===== config.mk =====
export PLATFORM = sky130hd
export DESIGN_NAME = seg7_scan_driver_flat
export DESIGN_NICKNAME = d
export VERILOG_FILES = /design/src/rtl/seg7_scan_if.sv /design/src/rtl/seg7_scan_driver.sv /design/src/flat_wrapper.sv
export SDC_FILE = /design/constraint.sdc
export NUM_CORES = 1
export LEC_CHECK = 0
export BUFFER_PORTS_ARGS = -buffer_cell sky130_fd_sc_hd__buf_2
export CORE_UTILIZATION = 29
export CTS_CLUSTER_SIZE = 20
export DETAILED_ROUTE_END_ITERATION = 10
export GPL_TIMING_DRIVEN = 0
export HOLD_SLACK_MARGIN = 0.02
export PLACE_DENSITY_LB_ADDON = 0.1
export SLEW_MARGIN = 30
export SYNTH_ARGS = -nofsm -noshare
export SYNTH_HDL_FRONTEND = slang
export SYNTH_SLANG_ARGS = --single-unit

===== constraint.sdc =====
create_clock -name clk -period 3.4 [get_ports clk]
set_input_delay 0.17 -clock clk [delete_from_list [all_inputs] [get_ports clk]]
set_output_delay 0.17 -clock clk [all_outputs]
set_load 0.1 [all_outputs]

===== src/rtl/seg7_scan_if.sv =====
// Load-side handshake bundle for seg7_scan_driver.
//   value   : 4*DIGITS hex nibbles. Nibble i drives digit i, and digit 0 is least significant.
//   dp_mask : decimal-point enable, one bit per digit.
//   load    : request to capture value/dp_mask.
//   ready   : high while a new load can be accepted.
// The master modport is the producer of display values. The slave modport is the driver.
interface seg7_scan_if #(
    parameter int DIGITS = 4
);
    logic [4*DIGITS-1:0] value;
    logic [DIGITS-1:0]   dp_mask;
    logic                load;
    logic                ready;

    modport master (output value, output dp_mask, output load, input ready);
    modport slave  (input value, input dp_mask, input load, output ready);
endinterface


===== src/rtl/seg7_scan_driver.sv =====
// Time-multiplexed driver for DIGITS common-cathode 7-segment digits.
// Each digit owns one slot of REFRESH_DIV cycles. The first DEAD_CYCLES cycles of a slot
// blank everything so that the previous digit does not ghost. New values come in through a
// ready/load handshake. They reach the display only at a frame boundary, which is the
// terminal count of the last digit slot.
//
// Ports:
//   clk      : single clock, rising edge.
//   rst_n    : asynchronous, active-low reset.
//   bus      : seg7_scan_if.slave (value, dp_mask, load in; ready out).
//   segments : bit0 = a ... bit6 = g, active-high, registered.
//   dp       : decimal point, active-high, registered.
//   digit_en : one-hot or all-zero digit select, active-high, registered.
//
// Optional feature: define SEG7_LZB_EN for leading-zero blanking. Digit 0 is never blanked.
module seg7_scan_driver #(
    parameter int DIGITS      = 4,
    parameter int REFRESH_DIV = 1024,
    parameter int DEAD_CYCLES = 2
) (
    input  logic              clk,
    input  logic              rst_n,
    seg7_scan_if.slave        bus,
    output logic [6:0]        segments,
    output logic              dp,
    output logic [DIGITS-1:0] digit_en
);
    localparam int CNT_W = (REFRESH_DIV > 1) ? $clog2(REFRESH_DIV) : 1;
    localparam int IDX_W = (DIGITS > 1) ? $clog2(DIGITS) : 1;
    localparam logic [CNT_W-1:0] CNT_LAST = CNT_W'(REFRESH_DIV - 1);
    localparam logic [IDX_W-1:0] IDX_LAST = IDX_W'(DIGITS - 1);

    function automatic logic [6:0] seg7_decode(input logic [3:0] nib);
        case (nib)
            4'h0: return 7'h3F;
            4'h1: return 7'h06;
            4'h2: return 7'h5B;
            4'h3: return 7'h4F;
            4'h4: return 7'h66;
            4'h5: return 7'h6D;
            4'h6: return 7'h7D;
            4'h7: return 7'h07;
            4'h8: return 7'h7F;
            4'h9: return 7'h6F;
            4'hA: return 7'h77;
            4'hB: return 7'h7C;
            4'hC: return 7'h39;
            4'hD: return 7'h5E;
            4'hE: return 7'h79;
            default: return 7'h71;
        endcase
    endfunction

    logic [CNT_W-1:0]    cnt_q, cnt_d;
    logic [IDX_W-1:0]    idx_q, idx_d;
    logic [4*DIGITS-1:0] pend_val_q, pend_val_d, disp_val_q, disp_val_d;
    logic [DIGITS-1:0]   pend_dp_q, pend_dp_d, disp_dp_q, disp_dp_d;
    logic                pend_full_q, pend_full_d;
    logic                ready_q, ready_d;
    logic [6:0]          seg_q, seg_d;
    logic                dp_q, dp_d;
    logic [DIGITS-1:0]   digit_en_q, digit_en_d;
    logic [DIGITS-1:0]   blank;

    // Scan counters and the pending/displayed double buffer.
    always_comb begin
        logic tc;
        logic last;
        cnt_d       = cnt_q + 1'b1;
        idx_d       = idx_q;
        pend_val_d  = pend_val_q;
        pend_dp_d   = pend_dp_q;
        disp_val_d  = disp_val_q;
        disp_dp_d   = disp_dp_q;
        pend_full_d = pend_full_q;
        tc   = (cnt_q == CNT_LAST);
        last = (idx_q == IDX_LAST);
        if (tc) begin
            cnt_d = '0;
            idx_d = last ? '0 : idx_q + 1'b1;
        end
        // Transfer and accept are exclusive because both depend on pend_full_q.
        // A load accepted on the boundary cycle therefore waits one full frame.
        if (tc && last && pend_full_q) begin
            disp_val_d  = pend_val_q;
            disp_dp_d   = pend_dp_q;
            pend_full_d = 1'b0;
        end else if (bus.load && !pend_full_q) begin
            pend_val_d  = bus.value;
            pend_dp_d   = bus.dp_mask;
            pend_full_d = 1'b1;
        end
        ready_d = !pend_full_d;
    end

`ifdef SEG7_LZB_EN
    // A digit is blanked when it and every more-significant nibble are zero.
    always_comb begin
        logic hz;
        hz    = 1'b1;
        blank = '0;
        for (int i = DIGITS - 1; i >= 0; i--) begin
            hz       = hz && (disp_val_q[4*i +: 4] == 4'h0);
            blank[i] = hz && (i != 0);
        end
    end
`else
    assign blank = '0;
`endif

    // Output stage: decode the current slot, or force everything off during dead time.
    always_comb begin
        logic       dead;
        logic [3:0] cur_nib;
        logic       cur_dp;
        logic       cur_blank;
        dead       = (int'(cnt_q) < DEAD_CYCLES);
        cur_nib    = 4'h0;
        cur_dp     = 1'b0;
        cur_blank  = 1'b0;
        digit_en_d = '0;
        for (int i = 0; i < DIGITS; i++) begin
            if (idx_q == IDX_W'(i)) begin
                cur_nib       = disp_val_q[4*i +: 4];
                cur_dp        = disp_dp_q[i];
                cur_blank     = blank[i];
                digit_en_d[i] = !dead;
            end
        end
        seg_d = (dead || cur_blank) ? 7'h00 : seg7_decode(cur_nib);
        dp_d  = !dead && cur_dp;
    end

    always_ff @(posedge clk or negedge rst_n) begin
        if (!rst_n) begin
            cnt_q       <= '0;
            idx_q       <= '0;
            pend_val_q  <= '0;
            pend_dp_q   <= '0;
            disp_val_q  <= '0;
            disp_dp_q   <= '0;
            pend_full_q <= 1'b0;
            ready_q     <= 1'b1;
            seg_q       <= '0;
            dp_q        <= 1'b0;
            digit_en_q  <= '0;
        end else begin
            cnt_q       <= cnt_d;
            idx_q       <= idx_d;
            pend_val_q  <= pend_val_d;
            pend_dp_q   <= pend_dp_d;
            disp_val_q  <= disp_val_d;
            disp_dp_q   <= disp_dp_d;
            pend_full_q <= pend_full_d;
            ready_q     <= ready_d;
            seg_q       <= seg_d;
            dp_q        <= dp_d;
            digit_en_q  <= digit_en_d;
        end
    end

    assign bus.ready = ready_q;
    assign segments  = seg_q;
    assign dp        = dp_q;
    assign digit_en  = digit_en_q;
endmodule


===== src/flat_wrapper.sv =====
// flat-port wrapper written by rule: the top's interface ports become plain ports
module seg7_scan_driver_flat 
#(
    parameter int DIGITS      = 4,
    parameter int REFRESH_DIV = 1024,
    parameter int DEAD_CYCLES = 2
)
  (clk, rst_n, segments, dp, digit_en, bus_value, bus_dp_mask, bus_load, bus_ready);
  seg7_scan_if #(.DIGITS(DIGITS)) bus_i ();
  input  logic clk;
  input  logic rst_n;
  output logic [6:0] segments;
  output logic dp;
  output logic [DIGITS-1:0] digit_en;
  input wire logic [$bits(bus_i.value)-1:0] bus_value;
  input wire logic [$bits(bus_i.dp_mask)-1:0] bus_dp_mask;
  input wire logic [$bits(bus_i.load)-1:0] bus_load;
  output wire logic [$bits(bus_i.ready)-1:0] bus_ready;
  assign bus_i.value = bus_value;
  assign bus_i.dp_mask = bus_dp_mask;
  assign bus_i.load = bus_load;
  assign bus_ready = bus_i.ready;
  seg7_scan_driver #(.DIGITS(DIGITS), .REFRESH_DIV(REFRESH_DIV), .DEAD_CYCLES(DEAD_CYCLES)) u_core (.clk(clk), .rst_n(rst_n), .bus(bus_i), .segments(segments), .dp(dp), .digit_en(digit_en));
endmodule

# --- After elaboration in Yosys (flattened, before gate mapping) ---
# Memory sizes are Yosys's and may differ from the RTL's.
# Index checks and enable logic that the tools add are counted.
word_totals:
  reg_bits: 66
  mem_bits_ro: 112
  in_bits: 23
  out_inout_bits: 13
  elab_cells: 46
  mem_count: 1
classes:
  n_addsub: 2
  n_lt_le_gt_ge: 1
  eq_ne: 4
  n_mux: 17
  bitwise_logic: 1
  n_reduce_logical: 9
memory_table:
  columns: ["memory", "words", "word_bits", "rd", "rd_ports_with_merged_regs", "wr", "line_no", "source"]
  rows:
  - ["(no name shown)", 16, 7, 1, 0, 0, "seg7_scan_driver.sv:34", "case (nib)"]
ops:
  columns: ["cell", "count"]
  rows:
  - ["$mux W4", 4]
  - ["$add A10 B1 Y10 const B", 1]
  - ["$eq A10 B10 Y1 const B", 1]
  - ["$lt A10 B2 Y1 const B", 1]
  - ["$mux W1", 10]
  - ["$mux W10", 1]
  - ["$mux W7", 1]
  - ["$eq A2 B2 Y1 const B", 2]
  - ["$logic_and A1 B1 Y1", 4]
  - ["$logic_not A1 Y1", 3]
  - ["$add A2 B1 Y2 const B", 1]
  - ["$eq A2 B1 Y1 const B", 1]
  - ["$logic_not A2 Y1", 1]
  - ["$mux W2", 1]
  - ["$reduce_and A2 Y1", 1]
  - ["$not A1 Y1", 1]

# --- Logic depth before layout (Yosys ltp) ---
# An unclocked memory read counts as a cell.
depth:
  depth_word: 7
  mapped_depth: 11
  ltp_nobuf: 10

# --- Worst setup path after synthesis ---
# OpenSTA, ideal clock, no wires.
synth_path:
  kind: "reg-to-reg"
  startpoint: "reg u_core.idx_q[0]"
  endpoint: "reg u_core.seg_q[6], in the netlist u_core.segments[6]"
  setup_ps: 104
  t_arrival_ps: 2367
  required_time_ps: 3296
  slack_ps: 930
  path_stages_with_launch: 10
  path_buffers: 1
  synth_period_minus_slack_ps: 2470
  cell_sequence: "dfrtp_1 > ha_1 > buf_2 > nor2b_1 > a22oi_1 > a221oi_1 > inv_1 > ha_1 > mux2_2 > a221oi_1"
synth_via:
  elab_chain_len: 7
  word_cells_on_any_way: 10
  classes_between: "3 x eq/ne; 5 x mux; 1 x reduce/logical; 1 x memory"
synth_rtl:
  columns: ["element", "line_no", "source"]
  rows:
  - ["start, declared", "seg7_scan_driver.sv:55", "logic [IDX_W-1:0] idx_q, idx_d;"]
  - ["start signal, assigned", "seg7_scan_driver.sv:149", "idx_q <= idx_d;"]
  - ["$logic_not A2 Y1", "seg7_scan_driver.sv:123", "if (idx_q == IDX_W'(i)) begin"]
  - ["$mux W4 (3 in series)", "seg7_scan_driver.sv:123", null]
  - ["$mux W4 *", "seg7_scan_driver.sv:123", null]
  - ["$mem_v2 Z16 W7 *", null, null]
  - ["$mux W7 *", "seg7_scan_driver.sv:130", "seg_d = (dead || cur_blank) ? 7'h00 : seg7_decode(cur_nib);"]
  - ["via u_core.seg_d[6]", "seg7_scan_driver.sv:60", "logic [6:0] seg_q, seg_d;"]
  - ["end signal, assigned", "seg7_scan_driver.sv:156", "seg_q <= seg_d;"]
  - ["end, declared", "seg7_scan_driver.sv:60", null]
# Mark *: on every way through the listed nets, which the timed path passes. The rest lies on a longest branch.
# A chain may end at the register's enable or synchronous reset.

# --- Worst setup path in the final report ---
# Same ends and word-level chain as after synthesis.

==> flow_metrics.py <==
metrics = {
    "run_status": {
        "outcome": "complete, no violations",
    },
    "worst_setup_path": {
        "cp-startpoint": "u_core.idx_q[0]$_DFFE_PN0N_",
        "worst-path-stages": 10,
        "worstPathRequired_ps": 3630,
        "arrival_ps": 2990,
        "crit_family": "compound AO/OA/AOI/OAI gates",
        "reg2regPathDepth": 10,
        "reg2reg_slack_ps": 630,
        "worstSetupPathType": "flip-flop to flip-flop",
        "endpoint": "u_core.segments[6]$_DFF_PN0_",
        "timing.rr.end": "u_core.segments[6]$_DFF_PN0_",
        "cp_max_fo": 5,
        "reg2reg_from": "u_core.idx_q[0]$_DFFE_PN0N_",
        "startpoint_type": "flip-flop",
        "cp_slowest_stage_delay_ps": 460,
        "crit_chain": "inv_1 -> ha_1 -> nor2b_1 -> a22oi_1 -> a221oi_1 -> clkbuf_2 -> inv_1 -> ha_1 -> mux2_2 -> a221oi_1",
        "slowest_stage": "a221oi_1",
        "end_kind": "flip-flop",
        "critPathBufInv": 3,
    },
    "placed_design": {
        "placed_cells": 399,
        "port_buffers": 35,
        "post-place-ws_ps": 331.3,
        "place_area_mm2": 0.003396,
        "dpl.hpwl_um": 4045,
        "routabilityCongestion": 0.7526,
    },
    "global_routing": {
        "antenna_found_initial": 0,
        "grt.overflow.total": 0,
        "grt_pass1_wl_um": 9501,
        "grt_max_degree": 40,
        "grt_usage_pct": 11.42,
        "grt_pass1_vias": 1871,
    },
    "clock_network": {
        "cts_resized": 0,
        "cts_max_level": 3,
        "cts.sinks": 66,
        "tritoncts": "yes",
        "cts_buffers": 9,
        "cts-root-buf": "clkbuf_8",
        "cts_buffer_depth": 2,
        "clkLatencyLatePin_ps": 330,
        "cts.reportedPaths.clkPinSlew_ps": 70,
        "postCtsSetupBuffers": 0,
    },
    "timing": {
        "hold_ws_ps": 65.73,
        "finalWorstSetupSlack_ps": 634.3,
        "timing.final.crit_share_pct": 81.34,
        "relSlewSlack_pct": 61.93,
        "drv_slew": 0,
        "hold_violations": 0,
        "rsz0062_at_grt": "no",
        "tightest_slew_ps": 571.0,
        "fin_worst_skew_ps": 7.222,
        "tns_ps": 0,
        "setup_violations": 0,
        "fmax_ghz": 0.3616,
        "post-route-min-period_ps": 2766,
    },
    "finish": {
        "drive_gt1_share_pct": 38.38,
        "stdcell_count": 417,
        "nets": 313,
        "final_common_cell": "dfrtp_1",
        "synthToLayoutAreaGrowth_pct": 19.44,
        "n_antenna_cell": 0,
        "stdcell_area_mm2": 0.003621,
        "post-route-util_pct": 36.38,
        "final_cell_mix": "dfrtp_1 (65), buf_2 (37), mux2_2 (25), mux2_4 (18), nor2_1 (15)",
    },
    "floorplanning": {
        "io_pins": 36,
        "core_area_mm2": 0.009955,
        "die_w_um": 104.2,
        "start_util_pct": 30.46,
        "dieArea_mm2": 0.01087,
        "die_h_um": 104.2,
        "rows": 36,
    },
    "yosys": {
        "yosysSeqAreaShare_pct": 54.52,
        "synth_xor_area_share_pct": 2.022,
        "synth_cells": 230,
        "synth_compound_area_share_pct": 5.737,
        "ys_warn_count": 0,
        "synth_edf_count": 0,
        "yosys-top-cells-area": "dfrtp_1 (54%), mux2_2 (9.3%), mux2_4 (8.9%)",
        "netlist_area_mm2": 0.003032,
        "async_reset_ff_share_pct": 100.0,
        "synth.distinct_cells": 42,
        "muxShareOfSynthArea_pct": 18.53,
        "syn-num-nets": 264,
        "synth_top_family_by_area": "multiplexers",
        "synth_flop_cell": "dfrtp_1",
        "synthSimpleGateAreaFrac_pct": 10.52,
        "synth.top_cell.area_share_pct": 53.65,
        "yosysTopAreaCell": "dfrtp_1",
        "avgSynthCellArea_um2": 13.18,
        "synth-seq-cells": 66,
        "synthAdderAreaFrac_pct": 4.540,
    },
    "worst_hold_path": {
        "worstHoldStart": "bus_value[4]",
        "worstHoldPathType": "input port to flip-flop",
    },
    "pwr": {
        "seqPwrFrac_pct": 52.2,
        "p_int_mw": 1.258,
        "power_per_cell_area_mw_per_mm2": 437.8,
        "power_switching_uw": 327.3,
        "switching_share_pct": 20.65,
        "ir_worst_vdd_mv": 0.2348,
        "power.share.clock_pct": 44.2,
        "finalPower_mw": 1.585,
        "power_frac_comb_pct": 3.6,
        "leakagePower_nw": 1.657,
    },
    "routing": {
        "wirelength_um": 5524,
        "drc": 0,
        "first_pass_iters": 4,
        "wire_per_inst_um": 13.25,
        "first_iter_violations": 59,
        "via_count": 1837,
        "detail-route-antenna-nets": 0,
        "viasPerCell": 4.405,
    },
    "run": {
        "maxCapViolCount": 0,
    },
}
==> cells by family (layout without fill, tap and decap cells) <==
kind of cell	Yosys count	count (layout)
flip-flops	66	66
AND/OR/NAND/NOR	59	59
multiplexers	44	44
AO/OA/AOI/OAI	26	26
buffers and inverters	17	71
adder cells (fa/ha/maj)	11	11
XOR/XNOR	7	7
==> routing by layer <==
metal  global-route usage (%)  vias up  part of all wire, %
li1                         -      900                    -
met1                    15.13      897                   50
met2                    17.05       35                   45
met3                    4.825        5                  4.4
met4                    3.061        0                  1.1
met5                        0        -                    0
==> cell usage after synthesis, types with 2 or more instances <==
cell      instances
and2_1            4
nand2_1           9
ha_1             11
or2_2             2
mux2_4           18
buf_12            2
a311oi_1          2
nand3_1           5
buf_6             2
nor2_1           15
mux2_2           25
buf_2             3
nand2b_1          2
o21ai_0           6
a21oi_1           7
xnor2_1           3
nor3_1            2
nor2b_1           6
dfrtp_1          65
nor3b_1           5
inv_1             7
xor2_1            4
a221oi_1          3
a22oi_1           2
nand3b_1          3
==> registers in the layout, indices dropped and copies added, names as in the netlist <==
signal	count
u_core.bus.ready	1
u_core.pend_dp_q	4
u_core.segments	7
u_core.idx_q	2
u_core.digit_en	4
u_core.pend_val_q	16
u_core.dp	1
u_core.cnt_q	10
u_core.disp_val_q	16
u_core.pend_full_q	1
u_core.disp_dp_q	4
==> worst reg2reg max path: stages, from the launching register on <==
cell,delay [ps]
dfrtp_1,420
inv_1,110
ha_1,250
nor2b_1,240
a22oi_1,110
a221oi_1,460
clkbuf_2,250
inv_1,90
ha_1,230
mux2_2,270
a221oi_1,230
==> final cells by class <==
class / count / area [um2]
Multi-Input combinational cell: 147 / 1254
Inverter: 7 / 26.28
Fill cell: 994 / 6334
Tap cell: 133 / 166.4
Sequential cell: 66 / 1653
Clock inverter: 5 / 78.83
Buffer: 10 / 98.84
Timing Repair Buffer: 38 / 212.7
Clock buffer: 11 / 131.4
==> power by group through the flow <==
stage	Combinational, mW	Clock [mW]	Sequential [mW]
4_1_cts	0.0597	0.733	0.828
6_report	0.0571	0.701	0.827
3_3_place_gp	0.0542	0	0.843
5_1_grt	0.0657	0.764	0.831
3_5_place_dp	0.0587	0	0.844
2_1_floorplan	0.0250	0	0.837
==> worst min-delay path by stage <==
stage	end	slack (ps)	cells past startpoint
2_1_floorplan	u_core.cnt_q[0]$_DFF_PN0_	-130	0
3_3_place_gp	u_core.pend_dp_q[1]$_DFFE_PN0P_	400	2
3_5_place_dp	u_core.cnt_q[6]$_DFF_PN0_	120	1
4_1_cts	u_core.pend_val_q[12]$_DFFE_PN0P_	40	2
5_1_grt	u_core.pend_val_q[1]$_DFFE_PN0P_	40	2
6_report	u_core.pend_val_q[4]$_DFFE_PN0P_	70	2
==> what timing repair did <==
item	in CTS	in global routing
endpoints found under the setup margin	0	0
endpoints found under the hold margin	26	0
hold buffers	1	0
No activity file was read; power rests on OpenSTA's default activity.
